## config.mk

```make
export PLATFORM = sky130hd
export DESIGN_NAME = pcm_fft_framer
export DESIGN_NICKNAME = d
export VERILOG_FILES = /design/src/rtl/pcm_fft_framer.sv
export SDC_FILE = /design/constraint.sdc
export NUM_CORES = 1
export LEC_CHECK = 0
export ABC_AREA = 1
export CAP_MARGIN = 40
export CORE_MARGIN = 2
export CORE_UTILIZATION = 32
export CTS_CLUSTER_DIAMETER = 50
export DETAILED_ROUTE_END_ITERATION = 10
export GPL_ROUTABILITY_DRIVEN = 1
export PLACE_DENSITY_LB_ADDON = 0.08
export REMOVE_ABC_BUFFERS = 1
export SLEW_MARGIN = 20
export SYNTH_ARGS = -nofsm -noshare
export SYNTH_HDL_FRONTEND = slang
export SYNTH_SLANG_ARGS = --single-unit
```

## constraint.sdc

```tcl
create_clock -name aclk -period 2.6 [get_ports aclk]
set_input_delay 0.39 -clock aclk [delete_from_list [all_inputs] [get_ports aclk]]
set_output_delay 0.39 -clock aclk [all_outputs]
set_load 0.1 [all_outputs]
```

## src/rtl/pcm_fft_framer.sv

```systemverilog
// PCM-to-FFT framer: buffers a free-running PCM strobe in a small FIFO, sends one
// FFT config byte after reset, then streams samples as FRAME_LEN-sample frames.
module pcm_fft_framer #(
  parameter int          N           = 32,
  parameter int          SW          = 16,
  parameter int          FRAME_LEN   = 1024,
  parameter int          FIFO_AW     = 4,
  parameter logic [7:0]  CONFIG_WORD = 8'h01
) (
  input  logic          aclk,
  input  logic          aresetn,
  input  logic [SW-1:0] pcm_data,
  input  logic          pcm_valid,
  output logic [7:0]    config_data,
  output logic          config_valid,
  input  logic          config_ready,
  output logic [N-1:0]  out_data,
  output logic          out_valid,
  output logic          out_last,
  input  logic          out_ready,
  output logic          overflow,
  output logic [15:0]   frame_count
);

  localparam int DEPTH = 2 ** FIFO_AW;
  localparam int IW    = $clog2(FRAME_LEN);
  localparam logic [FIFO_AW+1:0] DEPTH_V  = (FIFO_AW+2)'(DEPTH);
  localparam logic [IW-1:0]      LAST_IDX = IW'(FRAME_LEN - 1);

  typedef enum logic {CFG = 1'b0, STREAM = 1'b1} state_t;

  state_t             state;
  logic [SW-1:0]      mem [DEPTH];
  logic [FIFO_AW-1:0] wr_ptr;
  logic [FIFO_AW-1:0] rd_ptr;
  logic [FIFO_AW:0]   fifo_cnt;
  logic [IW-1:0]      idx;
  logic [IW-1:0]      load_idx;
  logic               full;
  logic               wr_en;
  logic               rd_en;
  logic               hs;

  // The output register is counted as a storage slot, so FIFO plus output
  // register never hold more than DEPTH samples in total.
  assign full     = ({1'b0, fifo_cnt} + (FIFO_AW+2)'(out_valid)) >= DEPTH_V;
  assign wr_en    = pcm_valid & ~full;
  assign hs       = out_valid & out_ready;
  assign rd_en    = (state == STREAM) && (fifo_cnt != '0) && (!out_valid || out_ready);
  assign load_idx = hs ? idx + 1'b1 : idx;

  // Sample storage; contents need no reset because occupancy is tracked separately.
  always_ff @(posedge aclk) begin
    if (wr_en) begin
      mem[wr_ptr] <= pcm_data;
    end
  end

  // Control FSM, FIFO pointers, output register and status counters.
  always_ff @(posedge aclk) begin
    if (!aresetn) begin
      state        <= CFG;
      wr_ptr       <= '0;
      rd_ptr       <= '0;
      fifo_cnt     <= '0;
      idx          <= '0;
      config_valid <= 1'b0;
      config_data  <= 8'h00;
      out_valid    <= 1'b0;
      out_last     <= 1'b0;
      out_data     <= '0;
      overflow     <= 1'b0;
      frame_count  <= 16'h0000;
    end else begin
      if (wr_en) begin
        wr_ptr <= wr_ptr + 1'b1;
      end
      if (rd_en) begin
        rd_ptr <= rd_ptr + 1'b1;
      end
      fifo_cnt <= fifo_cnt + (FIFO_AW+1)'(wr_en) - (FIFO_AW+1)'(rd_en);
      if (pcm_valid && full) begin
        overflow <= 1'b1;
      end

      case (state)
        CFG: begin
          if (config_valid && config_ready) begin
            state        <= STREAM;
            config_valid <= 1'b0;
          end else begin
            config_valid <= 1'b1;
            config_data  <= CONFIG_WORD;
          end
        end
        STREAM: begin
          config_valid <= 1'b0;
        end
        default: begin
          state <= CFG;
        end
      endcase

      if (hs) begin
        idx <= idx + 1'b1;
        if (out_last) begin
          frame_count <= frame_count + 16'd1;
        end
      end

      // The index of a newly loaded sample already accounts for a same-cycle handshake.
      if (rd_en) begin
        out_valid <= 1'b1;
        out_data  <= N'(mem[rd_ptr]);
        out_last  <= (load_idx == LAST_IDX);
      end else if (hs) begin
        out_valid <= 1'b0;
        out_last  <= 1'b0;
      end
    end
  end

endmodule

```

Word level (Yosys, flattened, before mapping)
Memory sizes are Yosys's and may differ from the RTL's. A register that Yosys moved wholly into a read port is not among the register bits.
Cells that the tools add are included.
Cells by class
  bitwise operators: 5
  divide/modulo/power cells: 0
  reduce and logical (&&, ||, !) cells: 11
  multiply operators: 0
  order comparisons: 1
  shifts and indexed selects: 0
  eq/ne operators: 1
  add/sub/neg operators: 7
  mux-type cells: 10
Operators with widths (number)
  adder 16 x 1 -> 16 bit (second input constant): 1
  adder 10 x 1 -> 10 bit (second input constant): 1
  == test 10 bit (second input constant): 1
  two-way mux 10 bit: 1
  adder 4 x 1 -> 4 bit (second input constant): 2
  two-way mux 1 bit: 8
  adder 5 x 1 -> 6 bit: 1
  greater-or-equal comparator 6 x 5 -> 1 bit (second input constant): 1
  adder 5 x 1 -> 5 bit: 1
  nonzero test 5 bit: 1
  subtractor 5 x 1 -> 5 bit: 1
  logical AND 1 bit: 4
  AND reduction 2 bit: 2
  inverter 1 bit: 3
  bitwise AND 1 bit: 2
  zero test 1 bit: 2
  one-hot mux 1 bit (2 select lines): 1
  nonzero test 2 bit: 1
  logical OR 1 bit: 1
Word-level totals
  RAM bits: 256
  memories: 1
  memory bits (read-only): 0
  register bits: 45
  bits in latches: 0
  word-level logic and storage cells: 47
  output and inout bits: 60
  input bits: 21
Memory list
  mem: words 16, width 16, rd ports 1, clocked after memory_dff 1, write ports 1, RTL line 33  | logic [SW-1:0] mem [DEPTH];

Logic depth before layout (Yosys ltp)
  depth after elaboration: 6
  gate-level depth with buffers: 16
  gate-level depth less buffers: 15

Worst setup path after synthesis
Ideal clock, no wire load.
  kind: reg-to-reg
  start: register out_valid
  end: register fifo_cnt[4]
  cell stages (with the launch flop): 13
  clock period less this slack: 3067 ps
  path slack: -467 ps
  setup time: 70 ps
  arrival time: 2998 ps
  cell sequence: dfxtp_1 > nand2_1 > nor2_1 > o22a_1 > nand3_2 > ha_1 > inv_1 > ha_1 > inv_1 > fa_1 > o31ai_1 > o21ai_0 > a21oi_1
Between the ends
  cells in the longest elaborated chain, start to end: 6
  elaborated cells on any way between the ends: 9
Ends and longest elaborated chain
  start, declared: RTL line 18  | output logic out_valid,
  start signal, assigned: RTL line 69  | out_valid <= 1'b0;
  start signal, assigned: RTL line 113  | out_valid <= 1'b1;
  start signal, assigned: RTL line 117  | out_valid <= 1'b0;
  adder 5 x 1 -> 6 bit: RTL line 46  | assign full = ({1'b0, fifo_cnt} + (FIFO_AW+2)'(out_valid)) >= DEPTH_V;
  greater-or-equal comparator 6 x 5 -> 1 bit: RTL line 46
  inverter 1 bit: RTL line 47  | assign wr_en = pcm_valid & ~full;
  bitwise AND 1 bit: RTL line 47
  adder 5 x 1 -> 5 bit: RTL line 81  | fifo_cnt <= fifo_cnt + (FIFO_AW+1)'(wr_en) - (FIFO_AW+1)'(rd_en);
  subtractor 5 x 1 -> 5 bit (*): RTL line 81
  end signal, assigned: RTL line 81
  end, declared: RTL line 36  | logic [FIFO_AW:0] fifo_cnt;
Mark *: on every way between the ends. The rest lies on a longest branch, timed or not.
A chain may end at the register's enable or synchronous reset.

Worst setup path after layout
  start: register fifo_cnt[2]
  end: register fifo_cnt[4]
Between the ends
  cells in the longest elaborated chain, start to end: 6
  elaborated cells on any way between the ends: 9
Ends and longest elaborated chain (RTL line)
  adder 5 x 1 -> 6 bit: 46
  greater-or-equal comparator 6 x 5 -> 1 bit: 46
  inverter 1 bit: 47
  bitwise AND 1 bit: 47
  adder 5 x 1 -> 5 bit: 81
  subtractor 5 x 1 -> 5 bit (*): 81
Marks and branches as above.

==> run_results.csv <==
group,metric,value,unit
detailed_routing,drcViolationCount,0,
timing,period_minus_slack,2.383,ns
flow_run,maxCapViolCount,0,
cells_and_area,layout-drive-gt1-share,14.81,%
clock_tree,path_clk_slew,0.05,ns
clock_tree,cts_buffer_depth,3,
die,io_pins,81,
placement,gp_congestion,0.7835,
clock_tree,insertion_delay,0.55,ns
power,leakage,5.704,nW
timing,worst_slew_pin_slew,0.7021,ns
clock_tree,cts_hold_buf,0,
logic_synthesis,synth_common_cells,"256 x edfxtp_1, 250 x nor2_1, 143 x o21ai_0",
logic_synthesis,synth_top_area_share,58.42,%
die,core_region_area,40740,um^2
clock_tree,cts_sinks,317,
setup_path,end_kind,"flip-flop",
cells_and_area,fin_nets,1321,
power,ir_worst_vdd,0.6154,mV
timing,drv_slew,0,
cells_and_area,utilization,39.27,%
die,start_util,32.30,%
setup_path,reg2reg_depth,13,
detailed_routing,final_antenna_net_count,0,
logic_synthesis,synth_ff_type,"edfxtp_1",
logic_synthesis,syn_area,13160,um^2
timing,hold_viol,0,
grt,grt_pass1_wl,53500,um
die,die_area,42760,um^2
die,rows,74,
timing,timing.fmax,419.6,MHz
clock_tree,cts_max_level,2,
setup_path,crit_path_max_fanout,4,
die,fp.dieH,206.8,um
outcome,status,"finished, final reports clean",
detailed_routing,postRouteWirelength,35400,um
timing,setup_slack,0.2165,ns
logic_synthesis,synth_top_cell_by_area,"edfxtp_1",
setup_path,required,3.08,ns
timing,fin_crit_sh,91.67,%
worst_hold_path,hold_path_class,"in2reg",
cells_and_area,diodes,0,
logic_synthesis,ys_async_sr_fraction,0,%
grt,antenna_found_initial,0,
placement,hpwlAfterDp,19880,um
placement,place_ws,-0.1277,ns
setup_path,worstSetupStartpointType,"flip-flop",
detailed_routing,drt-vias-per-instance,4.747,
detailed_routing,wire_per_inst,19.14,um
cells_and_area,syn_to_final_growth,21.57,%
grt,grt_pass1_vias,8650,
power,power_density,855.0,nW/um^2
setup_path,arrival,2.86,ns
logic_synthesis,synth-seq-cells,317,
logic_synthesis,synth_warnings,0,
placement,port_buffers,57,
clock_tree,cts_tree,"yes",
setup_path,crit_type,"reg2reg",
grt,grt.total_usage,16.94,%
cells_and_area,fillers,3965,
logic_synthesis,synthTopCellsByArea,"edfxtp_1 58%, dfxtp_1 9.3%, nor2_1 7.1%, o21ai_0 5.4%, o211ai_1 3.7%",
logic_synthesis,yosysMostFrequentCell,"edfxtp_1",
timing,fin_skew,0.01691,ns
grt,globalRoute.totalOverflow,0,
die,die_x,206.8,um
logic_synthesis,netlist_instances,1185,
detailed_routing,vias,8777,
setup_path,reg2reg_slack,0.22,ns
detailed_routing,dr.pass1.iters,4,
timing,maxSlewHeadroom,53.20,%
detailed_routing,initialDrtViolationCount,578,
logic_synthesis,postSynthAreaPerCell,11.10,um^2
logic_synthesis,ys_seq_area_share,67.70,%
clock_tree,cts_buffers,44,
grt,grt_max_degree,131,
worst_hold_path,hold_depth,3,
logic_synthesis,synth.distinct_cells,31,
clock_tree,clock-root-buffer,"clkbuf_16",
timing,setup-violations-final,0,
logic_synthesis,synth-edff-count,256,
## final cells by class
class | instances | area (um^2) | area share [%]
well taps | 532 | 665.6 | 4.161
clock inverters | 24 | 245.2 | 1.533
flip-flops and latches | 317 | 8921 | 55.77
inverters | 72 | 271.5 | 1.697
clock buffers | 56 | 1187 | 7.423
multi-input cells | 734 | 3692 | 23.08
repair buffers | 114 | 1013 | 6.336
## report_power, final
group	switching [mW]	leakage, nW	internal [mW]
sequential	0.0891	2.81	5.70
combinational	1.46	2.21	0.567
clock	2.23	0.691	3.64
total	3.78	5.70	9.90
## registers in the layout (all words and copies together) (netlist names), 4 cells and up
register,count
fifo_cnt,5
out_data,16
idx,10
mem,256
frame_count,16
rd_ptr,4
wr_ptr,4
## worst paths after layout
check         startpoint     endpoint
max          fifo_cnt[2]  fifo_cnt[4]
min              aresetn        state
max reg2reg  fifo_cnt[2]  fifo_cnt[4]
min reg2reg     overflow     overflow
## through the flow
stage                     cells  power (mW)  cell area, um^2   TNS (ns)  hold slack (ns)
after floorplan            1123       7.190            12810    -131.03           0.4751
after global placement     1767       7.871            14520    -0.1012           0.4566
after detailed placement   1767       7.867            14520    -0.1277           0.4616
after CTS                  1847       13.83            15960          0           0.3140
after global routing       1849       14.29            16000  -0.002581           0.3444
final                      1849       13.68            16000          0           0.3313
## metal layers
layer	global-route usage [%]	part of all wire, %
met5	0	0
met3	2.951	3.6
met1	22.24	46
met4	5.091	2.4
met2	28.69	48
## worst max-delay path, stage by stage, from the launching register on
cell and delay (ns):
dfxtp_4 0.36, ha_1 0.14, nand2_1 0.06, nor2_2 0.10, o22a_1 0.17, nand3_2 0.08, ha_1 0.29, inv_1 0.05
ha_1 0.16, inv_1 0.07, fa_2 0.41, o31ai_4 0.21, o21ai_1 0.08, a21oi_1 0.14
## what timing repair did
item | CTS | global route
setup endpoints to repair | 1 | 1
resized for setup | 1 | 8
pin swaps | 0 | 3
buffers inserted | 0 | 2
## logic make-up (layout without fill, tap and decap cells)
logic type	count (synthesis)	after routing	share of synthesized area, %
AOI/OAI and AO/OA	260	260	11.51
xor gates and xnor gates	3	3	0.1997
adders and majority gates	17	17	1.673
buffers and inverters	156	266	5.353
DFF	317	317	67.70
other	1	23	0.02850
and+or+nand+nor	431	431	13.54
## cell usage in the layout (no fill, tap or decap), types with 4 or more instances in the layout
cell / instances
edfxtp_1: 256
nor2_1: 233
o21ai_0: 142
nand2_1: 93
buf_4: 85
inv_1: 69
nand3_1: 66
o211ai_1: 65
dfxtp_1: 57
clkbuf_16: 45
a21oi_1: 31
conb_1: 23
clkdlybuf4s50_1: 19
nor2_2: 17
o21a_1: 17
ha_1: 16
clkbuf_1: 9
buf_12: 9
clkinv_2: 7
nand4_1: 7
clkinv_1: 6
nor2_4: 4
nor3_1: 4
clkinvlp_4: 4
bufinv_16: 4
Power figures use the tool's default switching activity.
